$ cat config.mk
export PLATFORM = sky130hd
export DESIGN_NAME = rooth_test_monitor_flat
export DESIGN_NICKNAME = d
export VERILOG_FILES = /design/src/rtl/rooth_test_monitor_if.sv /design/src/rtl/rooth_test_monitor.sv /design/src/flat_wrapper.sv
export SDC_FILE = /design/constraint.sdc
export NUM_CORES = 1
export LEC_CHECK = 0
export CAP_MARGIN = 0
export CORE_MARGIN = 4
export CORE_UTILIZATION = 57
export DETAILED_ROUTE_END_ITERATION = 8
export PLACE_DENSITY = 0.85
export SYNTH_ARGS = -nofsm -noshare
export SYNTH_HDL_FRONTEND = slang
export SYNTH_SLANG_ARGS = --single-unit
$ cat constraint.sdc
create_clock -name clk -period 12 [get_ports clk]
set_input_delay 1.2 -clock clk [delete_from_list [all_inputs] [get_ports clk]]
set_output_delay 1.2 -clock clk [all_outputs]
set_load 0.1 [all_outputs]
$ cat src/rtl/rooth_test_monitor_if.sv
`default_nettype none
// ============================================================================
// Module      : rooth_test_monitor_if
// Description : Register-file writeback snoop bus between the rooth core
//               (master) and the end-of-test monitor (slave).
// Signals     : wb_en    - register-file write enable
//               wb_addr  - register-file write index (5 bits)
//               wb_data  - register-file write data (CPU_WIDTH bits)
//               retire   - one instruction retired this cycle
// Revision    : 1.0 - initial release
// ============================================================================
interface rooth_test_monitor_if #(
  parameter int CPU_WIDTH = 32
);
  logic                 wb_en;
  logic [4:0]           wb_addr;
  logic [CPU_WIDTH-1:0] wb_data;
  logic                 retire;

  modport master (output wb_en, wb_addr, wb_data, retire);
  modport slave  (input  wb_en, wb_addr, wb_data, retire);
endinterface
`default_nettype wire

$ cat src/rtl/rooth_test_monitor.sv
`default_nettype none
// ============================================================================
// Module      : rooth_test_monitor
// Description : End-of-test monitor for the rooth core. Snoops register-file
//               writeback, shadows the test-number / done / pass registers and
//               decides PASS, FAIL or TIMEOUT in hardware. Results are sticky
//               until rst or i_clear.
// Ports       : clk            - system clock
//               rst            - asynchronous active-high reset
//               i_clear        - synchronous restart into RUN
//               wb             - writeback snoop bus (slave modport)
//               o_done         - test ended (pass, fail or timeout)
//               o_pass         - pass register held 1 at sample time
//               o_fail         - pass register did not hold 1 at sample time
//               o_timeout      - watchdog expired before done
//               o_fail_testnum - test-number shadow frozen at decision
//               o_cycle_cnt    - cycles spent in RUN/SETTLE, saturating
//               o_retire_cnt   - retires seen in RUN/SETTLE, saturating
// Options     : ROOTH_TEST_MON_TIMEOUT_EN - build in the watchdog / TMO state
// Revision    : 1.0 - initial release
// ============================================================================
module rooth_test_monitor #(
  parameter int CPU_WIDTH      = 32,
  parameter int DONE_REG       = 26,
  parameter int PASS_REG       = 27,
  parameter int TNUM_REG       = 3,
  parameter int SETTLE_CYCLES  = 1,
  parameter int TIMEOUT_CYCLES = 50000
) (
  input  wire                      clk,
  input  wire                      rst,
  input  wire                      i_clear,
  rooth_test_monitor_if.slave      wb,
  output logic                     o_done,
  output logic                     o_pass,
  output logic                     o_fail,
  output logic                     o_timeout,
  output logic [CPU_WIDTH-1:0]     o_fail_testnum,
  output logic [31:0]              o_cycle_cnt,
  output logic [31:0]              o_retire_cnt
);

  typedef enum logic [2:0] {
    S_IDLE   = 3'd0,
    S_RUN    = 3'd1,
    S_SETTLE = 3'd2,
    S_PASS   = 3'd3,
    S_FAIL   = 3'd4
`ifdef ROOTH_TEST_MON_TIMEOUT_EN
    , S_TMO  = 3'd5
`endif
  } state_t;

  localparam logic [4:0]           c_done_addr   = 5'(DONE_REG);
  localparam logic [4:0]           c_pass_addr   = 5'(PASS_REG);
  localparam logic [4:0]           c_tnum_addr   = 5'(TNUM_REG);
  localparam logic [3:0]           c_settle_init = 4'(SETTLE_CYCLES);
  localparam logic [CPU_WIDTH-1:0] c_one         = CPU_WIDTH'(1);
  localparam logic [31:0]          c_cnt_max     = 32'hFFFF_FFFF;
`ifdef ROOTH_TEST_MON_TIMEOUT_EN
  // Firing one count early makes timeout rise on the same edge at which
  // cycle_cnt reaches TIMEOUT_CYCLES.
  localparam logic [31:0]          c_tmo_last    = 32'(TIMEOUT_CYCLES - 1);
`endif

  // Elaboration-time range check on the timing parameters.
  generate
    if ((SETTLE_CYCLES < 1) || (SETTLE_CYCLES > 15) || (TIMEOUT_CYCLES < 1)) begin : g_bad_param
      $error("rooth_test_monitor: SETTLE_CYCLES must be 1..15 and TIMEOUT_CYCLES >= 1");
    end
  endgenerate

  state_t               r_state, w_state_nxt;
  logic [3:0]           r_settle, w_settle_nxt;
  logic [CPU_WIDTH-1:0] r_tnum, r_pass_q, r_done_q;
  logic [CPU_WIDTH-1:0] w_tnum_nxt, w_pass_q_nxt, w_done_q_nxt;
  logic [31:0]          r_cycle_cnt, r_retire_cnt;
  logic                 r_done, r_pass, r_fail;
  logic                 w_done_nxt, w_pass_nxt, w_fail_nxt;
  logic [CPU_WIDTH-1:0] r_ftn, w_ftn_nxt;
  logic                 w_wr, w_tnum_wr, w_pass_wr, w_done_wr, w_done_trig;
  logic                 w_active, w_track;
`ifdef ROOTH_TEST_MON_TIMEOUT_EN
  logic                 r_timeout, w_timeout_nxt;
`endif

  // Writes to x0 never reach the shadows.
  assign w_wr        = wb.wb_en && (wb.wb_addr != 5'd0);
  assign w_tnum_wr   = w_wr && (wb.wb_addr == c_tnum_addr);
  assign w_pass_wr   = w_wr && (wb.wb_addr == c_pass_addr);
  assign w_done_wr   = w_wr && (wb.wb_addr == c_done_addr);
  assign w_done_trig = w_done_wr && (wb.wb_data == c_one);

  // Shadow values including this cycle's write, so a pass-register write in
  // the last settle cycle is seen by the decision.
  assign w_tnum_nxt   = w_tnum_wr ? wb.wb_data : r_tnum;
  assign w_pass_q_nxt = w_pass_wr ? wb.wb_data : r_pass_q;
  assign w_done_q_nxt = w_done_wr ? wb.wb_data : r_done_q;

  assign w_active = (r_state == S_RUN) || (r_state == S_SETTLE);
  // Shadows follow traffic until a verdict is reached, then freeze.
  assign w_track  = (r_state == S_IDLE) || w_active;

  // Next-state and registered-output logic
  always_comb begin
    w_state_nxt  = r_state;
    w_settle_nxt = r_settle;
    w_done_nxt   = r_done;
    w_pass_nxt   = r_pass;
    w_fail_nxt   = r_fail;
    w_ftn_nxt    = r_ftn;
`ifdef ROOTH_TEST_MON_TIMEOUT_EN
    w_timeout_nxt = r_timeout;
`endif
    case (r_state)
      S_IDLE: w_state_nxt = S_RUN;
      S_RUN: begin
        // A done write beats a watchdog expiry in the same cycle.
        if (w_done_trig) begin
          w_state_nxt  = S_SETTLE;
          w_settle_nxt = c_settle_init;
        end
`ifdef ROOTH_TEST_MON_TIMEOUT_EN
        else if (r_cycle_cnt == c_tmo_last) begin
          w_state_nxt   = S_TMO;
          w_done_nxt    = 1'b1;
          w_timeout_nxt = 1'b1;
          w_ftn_nxt     = r_tnum;
        end
`endif
      end
      S_SETTLE: begin
        if (r_settle <= 4'd1) begin
          w_settle_nxt = 4'd0;
          w_done_nxt   = 1'b1;
          if (w_pass_q_nxt == c_one) begin
            w_state_nxt = S_PASS;
            w_pass_nxt  = 1'b1;
            w_ftn_nxt   = '0;
          end else begin
            w_state_nxt = S_FAIL;
            w_fail_nxt  = 1'b1;
            w_ftn_nxt   = r_tnum;
          end
        end else begin
          w_settle_nxt = r_settle - 4'd1;
        end
      end
      default: ; // verdict states hold until rst or clear
    endcase
    // Restart overrides any transition and lands directly in RUN.
    if (i_clear) begin
      w_state_nxt  = S_RUN;
      w_settle_nxt = 4'd0;
      w_done_nxt   = 1'b0;
      w_pass_nxt   = 1'b0;
      w_fail_nxt   = 1'b0;
      w_ftn_nxt    = '0;
`ifdef ROOTH_TEST_MON_TIMEOUT_EN
      w_timeout_nxt = 1'b0;
`endif
    end
  end

  // State and status registers
  always_ff @(posedge clk or posedge rst) begin
    if (rst) begin
      r_state  <= S_IDLE;
      r_settle <= 4'd0;
      r_done   <= 1'b0;
      r_pass   <= 1'b0;
      r_fail   <= 1'b0;
      r_ftn    <= '0;
`ifdef ROOTH_TEST_MON_TIMEOUT_EN
      r_timeout <= 1'b0;
`endif
    end else begin
      r_state  <= w_state_nxt;
      r_settle <= w_settle_nxt;
      r_done   <= w_done_nxt;
      r_pass   <= w_pass_nxt;
      r_fail   <= w_fail_nxt;
      r_ftn    <= w_ftn_nxt;
`ifdef ROOTH_TEST_MON_TIMEOUT_EN
      r_timeout <= w_timeout_nxt;
`endif
    end
  end

  // Shadows and saturating counters
  always_ff @(posedge clk or posedge rst) begin
    if (rst) begin
      r_tnum       <= '0;
      r_pass_q     <= '0;
      r_done_q     <= '0;
      r_cycle_cnt  <= 32'd0;
      r_retire_cnt <= 32'd0;
    end else if (i_clear) begin
      r_tnum       <= '0;
      r_pass_q     <= '0;
      r_done_q     <= '0;
      r_cycle_cnt  <= 32'd0;
      r_retire_cnt <= 32'd0;
    end else begin
      if (w_track) begin
        r_tnum   <= w_tnum_nxt;
        r_pass_q <= w_pass_q_nxt;
        r_done_q <= w_done_q_nxt;
      end
      if (w_active && (r_cycle_cnt != c_cnt_max)) begin
        r_cycle_cnt <= r_cycle_cnt + 32'd1;
      end
      if (w_active && wb.retire && (r_retire_cnt != c_cnt_max)) begin
        r_retire_cnt <= r_retire_cnt + 32'd1;
      end
    end
  end

  assign o_done         = r_done;
  assign o_pass         = r_pass;
  assign o_fail         = r_fail;
  assign o_fail_testnum = r_ftn;
  assign o_cycle_cnt    = r_cycle_cnt;
  assign o_retire_cnt   = r_retire_cnt;
`ifdef ROOTH_TEST_MON_TIMEOUT_EN
  assign o_timeout      = r_timeout;
`else
  assign o_timeout      = 1'b0;
`endif

endmodule
`default_nettype wire

$ cat src/flat_wrapper.sv
// flat-port wrapper written by rule: the top's interface ports become plain ports
module rooth_test_monitor_flat 
#(
  parameter int CPU_WIDTH      = 32,
  parameter int DONE_REG       = 26,
  parameter int PASS_REG       = 27,
  parameter int TNUM_REG       = 3,
  parameter int SETTLE_CYCLES  = 1,
  parameter int TIMEOUT_CYCLES = 50000
)
  (clk, rst, i_clear, o_done, o_pass, o_fail, o_timeout, o_fail_testnum, o_cycle_cnt, o_retire_cnt, wb_wb_en, wb_wb_addr, wb_wb_data, wb_retire);
  rooth_test_monitor_if #(.CPU_WIDTH(CPU_WIDTH)) wb_i ();
  input  wire clk;
  input  wire rst;
  input  wire i_clear;
  output logic o_done;
  output logic o_pass;
  output logic o_fail;
  output logic o_timeout;
  output logic [CPU_WIDTH-1:0] o_fail_testnum;
  output logic [31:0] o_cycle_cnt;
  output logic [31:0] o_retire_cnt;
  input wire logic [$bits(wb_i.wb_en)-1:0] wb_wb_en;
  input wire logic [$bits(wb_i.wb_addr)-1:0] wb_wb_addr;
  input wire logic [$bits(wb_i.wb_data)-1:0] wb_wb_data;
  input wire logic [$bits(wb_i.retire)-1:0] wb_retire;
  assign wb_i.wb_en = wb_wb_en;
  assign wb_i.wb_addr = wb_wb_addr;
  assign wb_i.wb_data = wb_wb_data;
  assign wb_i.retire = wb_retire;
  rooth_test_monitor #(.CPU_WIDTH(CPU_WIDTH), .DONE_REG(DONE_REG), .PASS_REG(PASS_REG), .TNUM_REG(TNUM_REG), .SETTLE_CYCLES(SETTLE_CYCLES), .TIMEOUT_CYCLES(TIMEOUT_CYCLES)) u_core (.clk(clk), .rst(rst), .i_clear(i_clear), .wb(wb_i), .o_done(o_done), .o_pass(o_pass), .o_fail(o_fail), .o_timeout(o_timeout), .o_fail_testnum(o_fail_testnum), .o_cycle_cnt(o_cycle_cnt), .o_retire_cnt(o_retire_cnt));
endmodule
==> qor.yml <==
critical_path:
  worst-path-buf-inv: 1
  cp_cell_sequence: "clkdlybuf4s50_1"
  endpoint_kind: "primary output"
  cp_max_fo: 8
  worst_setup_path_start_kind: "flip-flop"
  cp.required_ns: 10.80
  cp_slowest_stage_delay_ns: 1.19
  worst_ep_arrival_time_ns: 2.12
  crit_type: "flip-flop to primary output"
  cp_slowest_cell: "clkdlybuf4s50_1"
  path_delay_family: "buffers and inverters"
synthesis:
  synthArstFlopShare_pct: 100.0
  ys_seq_area_share_pct: 53.50
  synth_edf_count: 0
  synth-seq-cells: 170
  synth.net_count: 847
  synth_cell_type_count: 52
  syn_avg_cell_area_um2: 9.927
  synthTopCellsByArea: "dfrtp_1 54%, a21oi_1 5.0%, nand2_1 4.4%"
  post-synth-top-area-cell: "dfrtp_1"
  synthCells: 801
  synth_warnings: 0
  syn_area_mm2: 0.007951
  synthDominantCellAreaShare_pct: 53.50
  synthFlopType: "dfrtp_1"
placed_design:
  pre_cts_ws_ns: 8.248
  hpwl_mm: 13.83
  gp_congestion: 0.8761
  portBuffers: 140
run:
  cap_violations: 0
cts:
  cts_root_buf: "clkbuf_16"
  hold_buffers: 0
  insertion_delay_ns: 0.43
  cts_made_buffers: 17
  htree_levels: 4
  postCtsSetupBuffers: 0
  cts_max_path_buffers: 2
  cts_tree: "built"
  numClockSinks: 170
  clk_pin_slew_worst_paths_ns: 0.06
  cts-resized-gates: 0
power_and_ir_drop:
  p_leak_nw: 3.982
  peakVddDrop_uv: 109.9
  powerDensity_mw_per_mm2: 118.7
floorplan:
  io_pins: 142
  dieArea_mm2: 0.01590
  fp.dieH_um: 126.1
  coreArea_mm2: 0.01345
  rows: 42
  start_util_pct: 59.11
  fp.dieW_um: 126.1
global_routing:
  grt_pass1_vias: 6949
  gr-total-overflow: 0
  grt_antenna_before_repair: 0
  grt_pass1_wl_mm: 34.33
  grt_max_degree: 97
  grtUsageTotal_pct: 26.04
timing:
  setup_violations: 0
  timing.final.crit_period_ns: 3.318
  maxSlewViolCount: 0
  clock.fmax_ghz: 0.3014
  finalSetupTns_ns: 0
  fin_worst_skew_ns: 0.006927
  worst_pin_slew_ns: 1.171
  finalCritPeriodShare_pct: 27.65
  relSlewSlack_pct: 21.73
  rsz0062_at_grt: "false"
  hold_ws_ns: 0.4873
  hold_viol: 0
  finalWorstSetupSlack_ns: 8.682
drt:
  drc: 0
  num_vias: 6945
  final_antenna_net_count: 0
  viasPerCell: 6.262
  drtIter0Drc: 804
  drt_pre_antenna_iters: 5
  wire_per_inst_um: 18.61
  finalWirelength_mm: 20.64
status:
  status: "complete, no violations"
finish:
  diodes: 0
  layout.nets: 966
  area_delta_synth_final_pct: 26.34
  drive_gt1_share_pct: 5.895
min_path:
  hp-class: "flip-flop to flip-flop"
==> power breakdown <==
part	switching (mW)	internal [mW]
sequential	0.00319	0.576
combinational	0.0486	0.0213
clock	0.231	0.312
==> state kept, by name, summed over array words and instances (netlist names) <==
name and flops:
u_core.r_state 3, u_core.o_fail 1, u_core.o_pass 1, u_core.o_retire_cnt 32
u_core.o_done 1, u_core.o_fail_testnum 32, u_core.r_settle 4, u_core.r_pass_q 32
u_core.r_tnum 32, u_core.o_cycle_cnt 32
==> synth_stat cells (all sizes together) (3+ instances only) <==
master / count
nor4b: 4
o21a: 5
clkbuf: 42
mux2: 4
mux2i: 34
nor4: 26
a22o: 33
nand3: 24
o31ai: 19
or2: 3
xor2: 9
nor2: 64
nor3: 15
dfrtp: 170
a211oi: 4
inv: 11
ha: 4
nand4: 29
buf: 5
or3: 23
nand2: 93
nor2b: 4
o31a: 3
xnor2: 4
and4: 8
or4: 21
o21ai: 25
o211ai: 5
and3: 7
o2bb2ai: 3
a21oi: 80
==> metal layers <==
| layer | up-vias | track usage, % | wire, um |
|---|---|---|---|
| li1 | 3206 | - | - |
| met1 | 3442 | 35.02 | 8568 |
| met2 | 261 | 41.88 | 10260 |
| met3 | 36 | 6.181 | 1387 |
| met4 | 0 | 8.833 | 430 |
| met5 | - | 0 | 0 |
==> logic make-up (layout without fill, tap and decap cells) <==
family | Yosys count | in the layout | share of synthesized area (%)
xor+xnor | 13 | 13 | 1.527
flops | 170 | 170 | 53.50
fa+ha+maj | 4 | 4 | 0.6295
other cells | 1 | 1 | 0.04716
buf+inv | 58 | 190 | 2.990
mux | 38 | 38 | 4.847
compound gates | 187 | 187 | 15.11
simple gates | 330 | 330 | 21.35
==> final cells by class <==
cell class | instances | area [um^2]
Multi-Input combinational cell | 573 | 3490
Clock inverter | 14 | 145.1
Clock buffer | 18 | 439.2
Tap cell | 176 | 220.2
Inverter | 11 | 46.29
Sequential cell | 170 | 4254
Fill cell | 984 | 3407
Timing Repair Buffer | 147 | 1451
==> cells in the final DEF, fill, tap and decap left out, types with 3 or more instances in the layout <==
cell | synthesis | layout
xor2_1 | 9 | 9
mux2i_1 | 34 | 34
inv_6 | 0 | 4
mux2_2 | 4 | 4
nor4_1 | 26 | 26
o2bb2ai_1 | 3 | 3
nand2_1 | 93 | 93
o21a_1 | 5 | 5
inv_1 | 11 | 10
dfrtp_1 | 170 | 170
nand4_1 | 29 | 29
or3_1 | 23 | 23
clkinvlp_4 | 0 | 4
and4_1 | 8 | 8
clkinv_2 | 0 | 4
clkdlybuf4s50_1 | 0 | 139
a21oi_1 | 80 | 79
xnor2_1 | 3 | 3
and3_1 | 7 | 7
o211ai_1 | 5 | 5
or4_1 | 20 | 20
a22o_1 | 33 | 33
nor4b_1 | 4 | 3
o31ai_1 | 19 | 19
nor2_1 | 64 | 63
clkbuf_16 | 0 | 17
a211oi_1 | 4 | 3
nand3_1 | 24 | 24
buf_4 | 1 | 8
nor2b_1 | 4 | 4
ha_1 | 4 | 4
nor3_1 | 15 | 15
o21ai_0 | 25 | 25
o31a_1 | 3 | 3
==> through the flow <==
stage                     power [mW]  std cells  utilization, %  area, um^2
after floorplan               0.6293        801               -        7951
after global placement        0.6577       1077           70.33        9462
after detailed placement      0.6601       1077           70.33        9462
after CTS                      1.201       1109           74.67       10050
after global routing           1.228       1109           74.67       10050
final                          1.193       1109           74.67       10050
==> worst paths after layout <==
| check | startpoint | end | slack, ns | cells after the start |
|---|---|---|---|---|
| worst max-delay path | u_core.o_retire_cnt[2] | o_retire_cnt[2] | 8.68 | 1 |
| worst min-delay path | u_core.o_pass | u_core.o_pass | 0.49 | 1 |
| worst max register to register | u_core.r_state[2] | u_core.o_retire_cnt[27] | 9.28 | 5 |
| worst min register to register | u_core.o_pass | u_core.o_pass | 0.49 | 1 |
| max in group asynchronous | rst | u_core.r_tnum[27] | 9.20 | 3 |
| min in group asynchronous | rst | u_core.o_retire_cnt[26] | 1.32 | 2 |
No activity file was read; power rests on OpenSTA's default activity.
